`config.mk`:
```
export PLATFORM = sky130hd
export DESIGN_NAME = rf_wport_arbiter
export DESIGN_NICKNAME = d
export VERILOG_FILES = /design/src/rtl/rf_wport_arbiter_pkg.sv /design/src/rtl/rf_wbuf.sv /design/src/rtl/rf_wport_arbiter.sv
export SDC_FILE = /design/constraint.sdc
export NUM_CORES = 1
export LEC_CHECK = 0
export ABC_AREA = 1
export BUFFER_PORTS_ARGS = -buffer_cell sky130_fd_sc_hd__buf_4
export CAP_MARGIN = 25
export CORE_ASPECT_RATIO = 0.7
export CORE_MARGIN = 1
export CORE_UTILIZATION = 30
export CTS_CLUSTER_SIZE = 14
export DETAILED_ROUTE_END_ITERATION = 8
export GPL_TIMING_DRIVEN = 0
export HOLD_SLACK_MARGIN = 0.15
export PLACE_DENSITY = 0.52
export SYNTH_ARGS = -nofsm -noshare
export SYNTH_HDL_FRONTEND = slang
export SYNTH_SLANG_ARGS = --single-unit
```
`constraint.sdc`:
```
create_clock -name clk -period 7.67 [get_ports clk]
set_clock_uncertainty 0.1 [all_clocks]
set_input_delay 0.767 -clock clk [delete_from_list [all_inputs] [get_ports clk]]
set_output_delay 0.767 -clock clk [all_outputs]
set_load 0.02 [all_outputs]
```
`src/rtl/rf_wport_arbiter_pkg.sv`:
```
// rf_wport_arbiter_pkg
//   Shared types and widths for the register-file write-port arbiter.
//   REG_ADDR_W / DATA_W : regfile address and data widths
//   arb_state_t         : arbiter FSM encoding (NORMAL, FORCE)
//   wb_req_t            : one write-back request {we, addr, data}
package rf_wport_arbiter_pkg;

    localparam int REG_ADDR_W = 5;
    localparam int DATA_W     = 32;

    typedef enum logic [0:0] {
        NORMAL = 1'b0,
        FORCE  = 1'b1
    } arb_state_t;

    typedef struct packed {
        logic                  we;
        logic [REG_ADDR_W-1:0] addr;
        logic [DATA_W-1:0]     data;
    } wb_req_t;

endpackage

```
`src/rtl/rf_wbuf.sv`:
```
// rf_wbuf
//   Circular buffer for multi-cycle results waiting for the regfile write port.
//   Each entry carries its own valid bit so a newer pipeline write can cancel
//   it in place (kill-by-address) without disturbing FIFO order.
// Ports:
//   clk, rstn              clock, async active-low reset
//   push_en/addr/data      write a new entry at the tail
//   pop                    retire the head entry (valid or not)
//   kill_en/kill_addr      clear valid on every live entry targeting kill_addr
//   q_addr / q_hit         lookup: some valid entry targets q_addr (combinational)
//   full, empty            occupancy, from the pointers only
//   head_valid/addr/data   current head entry
module rf_wbuf
    import rf_wport_arbiter_pkg::*;
#(
    parameter int DEPTH = 2
) (
    input  logic                  clk,
    input  logic                  rstn,
    input  logic                  push_en,
    input  logic [REG_ADDR_W-1:0] push_addr,
    input  logic [DATA_W-1:0]     push_data,
    input  logic                  pop,
    input  logic                  kill_en,
    input  logic [REG_ADDR_W-1:0] kill_addr,
    input  logic [REG_ADDR_W-1:0] q_addr,
    output logic                  q_hit,
    output logic                  full,
    output logic                  empty,
    output logic                  head_valid,
    output logic [REG_ADDR_W-1:0] head_addr,
    output logic [DATA_W-1:0]     head_data
);

    localparam int PW = $clog2(DEPTH);
    localparam logic [PW:0] PTR_ONE = (PW + 1)'(1);

    // Pointers carry one extra wrap bit so full and empty are distinguishable.
    logic [PW:0]           wr_ptr;
    logic [PW:0]           rd_ptr;
    logic [PW-1:0]         wr_idx;
    logic [PW-1:0]         rd_idx;
    logic [DEPTH-1:0]      valid;
    logic [REG_ADDR_W-1:0] addr_mem [DEPTH];
    logic [DATA_W-1:0]     data_mem [DEPTH];

    assign wr_idx     = wr_ptr[PW-1:0];
    assign rd_idx     = rd_ptr[PW-1:0];
    assign empty      = (wr_ptr == rd_ptr);
    assign full       = (wr_ptr[PW] != rd_ptr[PW]) && (wr_idx == rd_idx);
    assign head_valid = !empty && valid[rd_idx];
    assign head_addr  = addr_mem[rd_idx];
    assign head_data  = data_mem[rd_idx];

    // Statement order matters: a push lands after the kill loop, so an entry
    // written this cycle with the killed address survives (it is younger).
    // Popped slots are cleared so only live entries ever hold valid=1.
    always_ff @(posedge clk or negedge rstn) begin
        if (!rstn) begin
            valid  <= '0;
            wr_ptr <= '0;
            rd_ptr <= '0;
        end else begin
            for (int i = 0; i < DEPTH; i++) begin
                if (kill_en && valid[i] && (addr_mem[i] == kill_addr)) begin
                    valid[i] <= 1'b0;
                end
            end
            if (pop) begin
                valid[rd_idx] <= 1'b0;
                rd_ptr        <= rd_ptr + PTR_ONE;
            end
            if (push_en) begin
                valid[wr_idx] <= 1'b1;
                wr_ptr        <= wr_ptr + PTR_ONE;
            end
        end
    end

    always_ff @(posedge clk) begin
        if (push_en) begin
            addr_mem[wr_idx] <= push_addr;
            data_mem[wr_idx] <= push_data;
        end
    end

    always_comb begin
        q_hit = 1'b0;
        for (int i = 0; i < DEPTH; i++) begin
            if (valid[i] && (addr_mem[i] == q_addr)) begin
                q_hit = 1'b1;
            end
        end
        if (q_addr == '0) begin
            q_hit = 1'b0;
        end
    end

endmodule

```
`src/rtl/rf_wport_arbiter.sv`:
```
// rf_wport_arbiter
//   Shares the single regfile write port between the in-order pipeline
//   write-back and buffered multi-cycle results. The pipeline wins by default;
//   a starvation counter forces one buffered write by stalling the pipeline.
// Ports:
//   clk, rstn                    clock, async active-low reset
//   pipe_we/addr/data            pipeline write-back request
//   mc_valid/addr/data, mc_ready multi-cycle result handshake
//   q_addr, q_pending            hazard-unit lookup of buffered writes
//   pipe_stall                   pipeline must hold its write-back inputs
//   rf_we/addr/data              registered regfile write
module rf_wport_arbiter
    import rf_wport_arbiter_pkg::*;
#(
    parameter int DEPTH    = 2,
    parameter int MAX_WAIT = 4
) (
    input  logic                  clk,
    input  logic                  rstn,
    input  logic                  pipe_we,
    input  logic [REG_ADDR_W-1:0] pipe_addr,
    input  logic [DATA_W-1:0]     pipe_data,
    input  logic                  mc_valid,
    input  logic [REG_ADDR_W-1:0] mc_addr,
    input  logic [DATA_W-1:0]     mc_data,
    output logic                  mc_ready,
    input  logic [REG_ADDR_W-1:0] q_addr,
    output logic                  q_pending,
    output logic                  pipe_stall,
    output logic                  rf_we,
    output logic [REG_ADDR_W-1:0] rf_addr,
    output logic [DATA_W-1:0]     rf_data
);

    localparam int CW = $clog2(MAX_WAIT + 1);
    localparam logic [CW-1:0] WAIT_LIMIT = CW'(MAX_WAIT);
    localparam logic [CW-1:0] CNT_ONE    = CW'(1);

    arb_state_t            state;
    arb_state_t            state_nxt;
    logic [CW-1:0]         wait_cnt;
    logic [CW-1:0]         wait_nxt;
    logic                  pe;
    logic                  full;
    logic                  empty;
    logic                  head_valid;
    logic [REG_ADDR_W-1:0] head_addr;
    logic [DATA_W-1:0]     head_data;
    logic                  grant_pipe;
    logic                  grant_head;
    logic                  pop;
    logic                  push_en;
    wb_req_t               win;

    assign pe         = pipe_we && (pipe_addr != '0);
    assign mc_ready   = !full;
    // Writes to r0 are handshaken but never stored.
    assign push_en    = mc_valid && !full && (mc_addr != '0);
    assign pipe_stall = (state == FORCE);

    rf_wbuf #(
        .DEPTH(DEPTH)
    ) u_wbuf (
        .clk        (clk),
        .rstn       (rstn),
        .push_en    (push_en),
        .push_addr  (mc_addr),
        .push_data  (mc_data),
        .pop        (pop),
        .kill_en    (grant_pipe),
        .kill_addr  (pipe_addr),
        .q_addr     (q_addr),
        .q_hit      (q_pending),
        .full       (full),
        .empty      (empty),
        .head_valid (head_valid),
        .head_addr  (head_addr),
        .head_data  (head_data)
    );

    // An invalid (killed) head is popped whenever the port is not needed for
    // it, including alongside a pipeline write, since it writes nothing.
    // In FORCE the head is popped whether or not it survived the entry edge.
    always_comb begin
        grant_pipe = 1'b0;
        grant_head = 1'b0;
        pop        = 1'b0;
        wait_nxt   = '0;
        state_nxt  = NORMAL;
        if (state == FORCE) begin
            grant_head = head_valid;
            pop        = !empty;
        end else begin
            if (pe) begin
                grant_pipe = 1'b1;
                if (head_valid) begin
                    wait_nxt = wait_cnt + CNT_ONE;
                end else begin
                    pop = !empty;
                end
            end else begin
                grant_head = head_valid;
                pop        = !empty;
            end
            if (wait_nxt == WAIT_LIMIT) begin
                state_nxt = FORCE;
            end
        end
    end

    always_comb begin
        win = '0;
        if (grant_pipe) begin
            win = '{we: 1'b1, addr: pipe_addr, data: pipe_data};
        end else if (grant_head) begin
            win = '{we: 1'b1, addr: head_addr, data: head_data};
        end
    end

    always_ff @(posedge clk or negedge rstn) begin
        if (!rstn) begin
            state    <= NORMAL;
            wait_cnt <= '0;
        end else begin
            state    <= state_nxt;
            wait_cnt <= wait_nxt;
        end
    end

    // Address/data hold their last value on idle cycles; only rf_we qualifies them.
    always_ff @(posedge clk or negedge rstn) begin
        if (!rstn) begin
            rf_we   <= 1'b0;
            rf_addr <= '0;
            rf_data <= '0;
        end else begin
            rf_we <= win.we;
            if (win.we) begin
                rf_addr <= win.addr;
                rf_data <= win.data;
            end
        end
    end

endmodule

```
== After elaboration in Yosys (flattened, before gate mapping) ==
Memories as Yosys holds them, arrays and structs flattened.
Cells that the tools add are included.
Storage, ports and cells
  input port bits: 83
  memory bits (writable): 74
  register bits after elaboration: 48
  logic and storage cells: 76
  output and inout bits: 41
  memories kept: 2
Cells by class
  order comparisons: 4
  add/sub/neg operators: 3
  bitwise operators: 3
  equality and inequality tests: 8
  mux-type cells: 30
  reductions and logical operators: 18
Memories
  u_wbuf.data_mem: depth 2, bits a word 32, rd ports 1, clocked after memory_dff 0, wr ports 1, line rf_wbuf.sv:45  | logic [DATA_W-1:0] data_mem [DEPTH];
  u_wbuf.addr_mem: depth 2, bits a word 5, rd ports 3, clocked after memory_dff 0, wr ports 1, line rf_wbuf.sv:44  | logic [REG_ADDR_W-1:0] addr_mem [DEPTH];
Operator list (number)
  $mux W38: 2
  $eq A5 B5 Y1: 4
  $mux W1: 20
  $logic_and A1 B1 Y1: 13
  $mux W3: 4
  $reduce_bool A5 Y1: 2
  $logic_not A5 Y1: 1
  $add A2 B1 Y2 const B: 2
  $lt A1 B2 Y1 const B: 2
  $mux W2: 2
  $add A3 B1 Y3 const B: 1
  $eq A3 B3 Y1 const B: 1
  $and A2 B2 Y2: 1
  $demux W1 S1: 2
  $eq A2 B2 Y1: 1
  $ge A1 B1 Y1 const B: 2
  $logic_not A1 Y1: 2
  $not A2 Y2: 1
  $or A2 B2 Y2: 1
  $eq A1 B1 Y1: 1
  $ne A1 B1 Y1: 1

== Longest topological paths before layout ==
  word-level depth: 11
  mapped depth: 9
  mapped depth without buffers: 8

== By module ==
A second synthesis with hierarchy kept.
Unflattened totals
  cells, all modules: 548
  area total of the unflattened synthesis: 5715.5 um^2
Modules (own cells, without submodules)
  rf_wbuf: cells each 306, sequential area each 2372.3 um^2, area an instance 3324.4 um^2, instances 1
  rf_wport_arbiter: cells each 242, sequential area each 1051.0 um^2, area an instance 2391.0 um^2, instances 1

== Least setup slack after synthesis ==
Ideal clock, no wire load.
  path type: in2reg
  from: in mc_addr[3]
  to: mem u_wbuf.addr_mem[0][0], enable pin
  required time: 7.137 ns
  path slack: 4.510 ns
  path buffers: 0
  setup time: 0.433 ns
  data arrival time: 2.627 ns
  stages on the path: 4
  cell sequence: nor2_1 -> nand3b_1 -> nand3_1 -> nor2_1
Between the ends
  word-level cells in the longest chain between the ends: 4
RTL lines
  start: declaration: line rf_wport_arbiter.sv:24  | input logic [REG_ADDR_W-1:0] mc_addr,
  $reduce_bool A5 Y1: line rf_wport_arbiter.sv:58  | assign push_en = mc_valid && !full && (mc_addr != '0);
  $logic_and A1 B1 Y1: line rf_wport_arbiter.sv:58
  $mux W1: line rf_wbuf.sv:81  | if (push_en) begin
  $mux W1 (implied by the code): line rf_wbuf.sv:82  | addr_mem[wr_idx] <= push_addr;
  end: declaration: line rf_wbuf.sv:44
No other way between the ends.

== Final worst setup path ==
  from: in q_addr[0]
  to: out q_pending
Between the ends
  word-level cells in the longest chain between the ends: 5
  elaborated cells between the ends (all ways): 8
  those cells by class: eq/ne (2); mux (3); reduce/logical (3)
RTL lines
  start: declaration: line rf_wport_arbiter.sv:27  | input logic [REG_ADDR_W-1:0] q_addr,
  $eq A5 B5 Y1: line rf_wbuf.sv:90  | if (valid[i] && (addr_mem[i] == q_addr)) begin
  $logic_and A1 B1 Y1: line rf_wbuf.sv:90
  $mux W1 (2 in a row): line rf_wbuf.sv:90
  $mux W1 (*): line rf_wbuf.sv:94  | if (q_addr == '0) begin
  end: declaration: line rf_wport_arbiter.sv:28  | output logic q_pending,
Mark *: on every way between the ends. The rest lies on a longest branch, timed or not.

==> out/summary.txt <==
CRITICAL PATH
--------------------------------------------------------------------------------------
Reg-to-reg critical path startpoint ..................................... u_wbuf.rd_ptr[0]
Worst setup SP type .....................................................   input port
Signal arrival time at the worst endpoint ...............................      1.63 ns
Setup slack on the worst flop-to-flop path ..............................      5.40 ns
Critical path fanouts, max ..............................................            5
Classification of the worst setup path ..................................    in -> out
Crit path launch ........................................................    q_addr[0]
Worst path required time ................................................      6.80 ns
CP endpoint kind ........................................................  output port

STA
--------------------------------------------------------------------------------------
Final setup margin ......................................................      5.18 ns
Worst Max-Slew Pin Slew .................................................     0.794 ns
Total count of max-transition violations in the final report ............            0
Final min period ........................................................      2.49 ns
Setup TNS ...............................................................         0 ns
Final hold violation count ..............................................            0
Fin crit share ..........................................................        32.5%
Total of endpoints with negative setup slack in the final report ........            0
Unrepaired setup endpoints after global routing .........................           no
Max-slew headroom .......................................................        47.0%
Fmax achieved ...........................................................      401 MHz

GRT
--------------------------------------------------------------------------------------
Global-route wire length before repair ..................................      22.9 mm
Global router's overall resource usage ..................................        17.0%
Overflow after GRT ......................................................            0
Maximum number of pins on one net before global-route repair ............           49
Initial antenna violation count .........................................            0
Number of global-route vias before repair ...............................         4175

FLOW RUN
--------------------------------------------------------------------------------------
Max Cap Viol ............................................................            0

LOGIC SYNTHESIS
--------------------------------------------------------------------------------------
Number of register bits inferred by synthesis ...........................          122
Most area-consuming cells after synthesis ............................... sky130_fd_sc_hd__edfxtp_1 (42%), sky130_fd_sc_hd__dfrtp_1 (23%), sky130_fd_sc_hd__nand2_1 (16%), sky130_fd_sc_hd__nand3_1 (7.9%), sky130_fd_sc_hd__nor2_1 (1.6%)
Fraction of post-synthesis cell area in the top cell type by area .......        42.3%
Post-synthesis average cell area ........................................   9.78 sq um
Synthesized netlist cell count ..........................................          537
Area of the mapped netlist ..............................................   5250 sq um
Leading area contributor after synthesis ................................ sky130_fd_sc_hd__edfxtp_1
Yosys Warn Count ........................................................            0
Register area share after synthesis .....................................        65.2%
Net count of the mapped netlist .........................................          621
Number of library cell types mapped by synthesis ........................           24

CLOCKING
--------------------------------------------------------------------------------------
Clk sinks ...............................................................          122
Clock slew at the register clock pins of the worst setup and hold paths .      0.06 ns
Number of instances resized during post-cts repair ......................            0
Inserted Clock Buffers ..................................................           17
CTS root buf ............................................................ sky130_fd_sc_hd__clkbuf_16
Buffers from clock root to sink, at most ................................            2
CTS hold repair buffers .................................................            0
Buffers inserted by post-CTS timing repair ..............................            0
Total number of H-tree levels ...........................................            4
Skew-Pair Late Insertion Delay ..........................................      0.40 ns
TritonCTS clock tree ....................................................        built

FLOORPLAN
--------------------------------------------------------------------------------------
IO Count ................................................................          124
Effective utilization at floorplan ......................................        30.7%
Die area ................................................................  18000 sq um
Die Span X ..............................................................  160 microns
Num rows ................................................................           40
Die height ..............................................................  113 microns
Core area ...............................................................  17100 sq um

RUN STATUS
--------------------------------------------------------------------------------------
Result of the run ....................................................... finished with violations
Violated checks ......................................................... design-rule violations

ROUTE
--------------------------------------------------------------------------------------
Drc violations ..........................................................            2
Vias after detailed routing .............................................         4186
Number of DRC violations after detailed-routing iteration 0 .............          273
Average vias per placed instance ........................................         4.53
Wirelength per Cell ..................................................... 16.0 microns
Wire length reported by the detailed router .............................      14.8 mm
Antenna-violating nets left .............................................            0
Length of the first detailed-routing pass in iterations .................            7

LAYOUT
--------------------------------------------------------------------------------------
Proportion of layout cells with a drive suffix above 1 ..................        24.8%
Ant. Diodes .............................................................            0
Area occupied by multi-input gates ......................................   1610 sq um
Fill cell count .........................................................         1687
Total number of nets in the final design ................................          765
Area growth from synthesis to layout ....................................        34.9%
Area taken by flip-flops and latches ....................................   3420 sq um

POWER AND IR DROP
--------------------------------------------------------------------------------------
Maximum ir drop on the vdd rail .........................................     0.160 mV
Standby leakage power ...................................................      3.24 nW
Power per standard cell area ............................................  417 nW/um^2

PLACE
--------------------------------------------------------------------------------------
RD Place Congestion .....................................................        0.820
Estimated wirelength of the detail-placed design ........................      10.5 mm
Post-place setup slack ..................................................      5.07 ns
Number of buffers inserted by port buffering ............................          123

MIN PATH
--------------------------------------------------------------------------------------
Hold crit path type .....................................................  in -> async

==> per-stage QoR <==
stage | instance area (sq um) | instances | power [W] | hold slack [ns] | utilization (%)
final | 7080 | 925 | 0.00295 | 0.292 | 41.4
after floorplan | 5250 | 537 | 0.00173 | 0.343 | -
after global placement | 6460 | 891 | 0.00216 | 0.353 | 37.8
after global routing | 7080 | 925 | 0.00314 | 0.334 | 41.4
after CTS | 7080 | 925 | 0.00299 | 0.316 | 41.4
after detailed placement | 6520 | 893 | 0.00221 | 0.364 | 38.1
==> layer usage <==
| layer | vias up | track usage, % | routed length [microns] |
|---|---|---|---|
| met2 | 133 | 25.4 | 6530 |
| met1 | 1982 | 23.6 | 7210 |
| met5 | - | 0 | 0 |
| met3 | 8 | 5.40 | 926 |
| li1 | 2063 | - | - |
| met4 | 0 | 5.27 | 114 |
==> report_power, final <==
part,internal (W),leakage [nW],switching [W]
combinational,0.000396,1.69,0.000711
clock,0.000477,0.265,0.000291
sequential,0.000956,1.28,0.000121
total,0.00183,3.24,0.00112
==> synth_stat cells <==
| library cell | number |
|---|---|
| sky130_fd_sc_hd__nand2_4 | 1 |
| sky130_fd_sc_hd__dfrtp_1 | 48 |
| sky130_fd_sc_hd__inv_2 | 2 |
| sky130_fd_sc_hd__nand3_1 | 83 |
| sky130_fd_sc_hd__nand4_1 | 2 |
| sky130_fd_sc_hd__nand2_1 | 228 |
| sky130_fd_sc_hd__inv_1 | 21 |
| sky130_fd_sc_hd__nor2_1 | 22 |
| sky130_fd_sc_hd__xnor2_1 | 5 |
| sky130_fd_sc_hd__buf_2 | 6 |
| sky130_fd_sc_hd__clkbuf_1 | 9 |
| sky130_fd_sc_hd__ha_1 | 1 |
| sky130_fd_sc_hd__a21oi_1 | 1 |
| sky130_fd_sc_hd__nor3_1 | 6 |
| sky130_fd_sc_hd__nor4_1 | 1 |
| sky130_fd_sc_hd__xor2_1 | 4 |
| sky130_fd_sc_hd__edfxtp_1 | 74 |
| sky130_fd_sc_hd__buf_6 | 5 |
| sky130_fd_sc_hd__nand3b_1 | 1 |
| sky130_fd_sc_hd__buf_1 | 2 |
| sky130_fd_sc_hd__buf_4 | 1 |
| sky130_fd_sc_hd__nor2_8 | 1 |
| sky130_fd_sc_hd__nand2_2 | 2 |
| sky130_fd_sc_hd__o21ai_0 | 11 |
==> kinds of logic (layout without fill, tap and decap cells) <==
kind of cell | after synthesis | count (layout) | synth area share (%)
and+or+nand+nor | 347 | 347 | 27.7
DFF | 122 | 122 | 65.2
buffers and inverters | 46 | 203 | 4.22
AOI/OAI and AO/OA | 12 | 12 | 1.14
xor gates and xnor gates | 9 | 9 | 1.50
adders and majority gates | 1 | 1 | 0.238
==> sequential cells by signal, summed over array words and instances (netlist names) <==
signal,count
u_wbuf.data_mem,64
rf_data,32
u_wbuf.addr_mem,10
rf_addr,5
wait_cnt,3
u_wbuf.rd_ptr,2
u_wbuf.valid,2
u_wbuf.wr_ptr,2
pipe_stall,1
rf_we,1
==> area by class of cell <==
class                      instances  share of cell area [%]
timing repair buffer             125                    13.7
tap                              231                    4.08
buffer                            23                    1.91
sequential                       122                    48.3
multi-input combinational        369                    22.8
clock inverter                    11                    1.73
clock buffer                      21                    6.22
inverter                          23                    1.22
==> final timing paths <==
path	to	depth (start not counted)
setup reg to reg	u_wbuf.data_mem[0][16]	6
max in group asynchronous	rf_data[30]	1
setup / recovery	q_pending	7
min in group clk	wait_cnt[0]	1
hold reg to reg	wait_cnt[0]	1
hold / removal	u_wbuf.wr_ptr[0]	1
==> critical path, stage by stage <==
cell and delay, ns:
sky130_fd_sc_hd__buf_4 0.11, sky130_fd_sc_hd__inv_1 0.11, sky130_fd_sc_hd__nor2_1 0.06, sky130_fd_sc_hd__nor3_1 0.17, sky130_fd_sc_hd__nand3_1 0.09, sky130_fd_sc_hd__a21oi_1 0.17
sky130_fd_sc_hd__buf_4 0.16
==> layout by cell type (no fill, tap or decap), drive strengths merged <==
| cell | synthesis | final |
|---|---|---|
| a21oi | 1 | 1 |
| buf | 14 | 139 |
| bufinv | 0 | 2 |
| clkbuf | 9 | 30 |
| clkinv | 0 | 5 |
| clkinvlp | 0 | 3 |
| dfrtp | 48 | 48 |
| edfxtp | 74 | 74 |
| ha | 1 | 1 |
| inv | 23 | 24 |
| nand2 | 231 | 231 |
| nand3 | 83 | 83 |
| nand3b | 1 | 1 |
| nand4 | 2 | 2 |
| nor2 | 23 | 23 |
| nor3 | 6 | 6 |
| nor4 | 1 | 1 |
| o21ai | 11 | 11 |
| xnor2 | 5 | 5 |
| xor2 | 4 | 4 |
No activity file was read; power rests on OpenSTA's default activity.
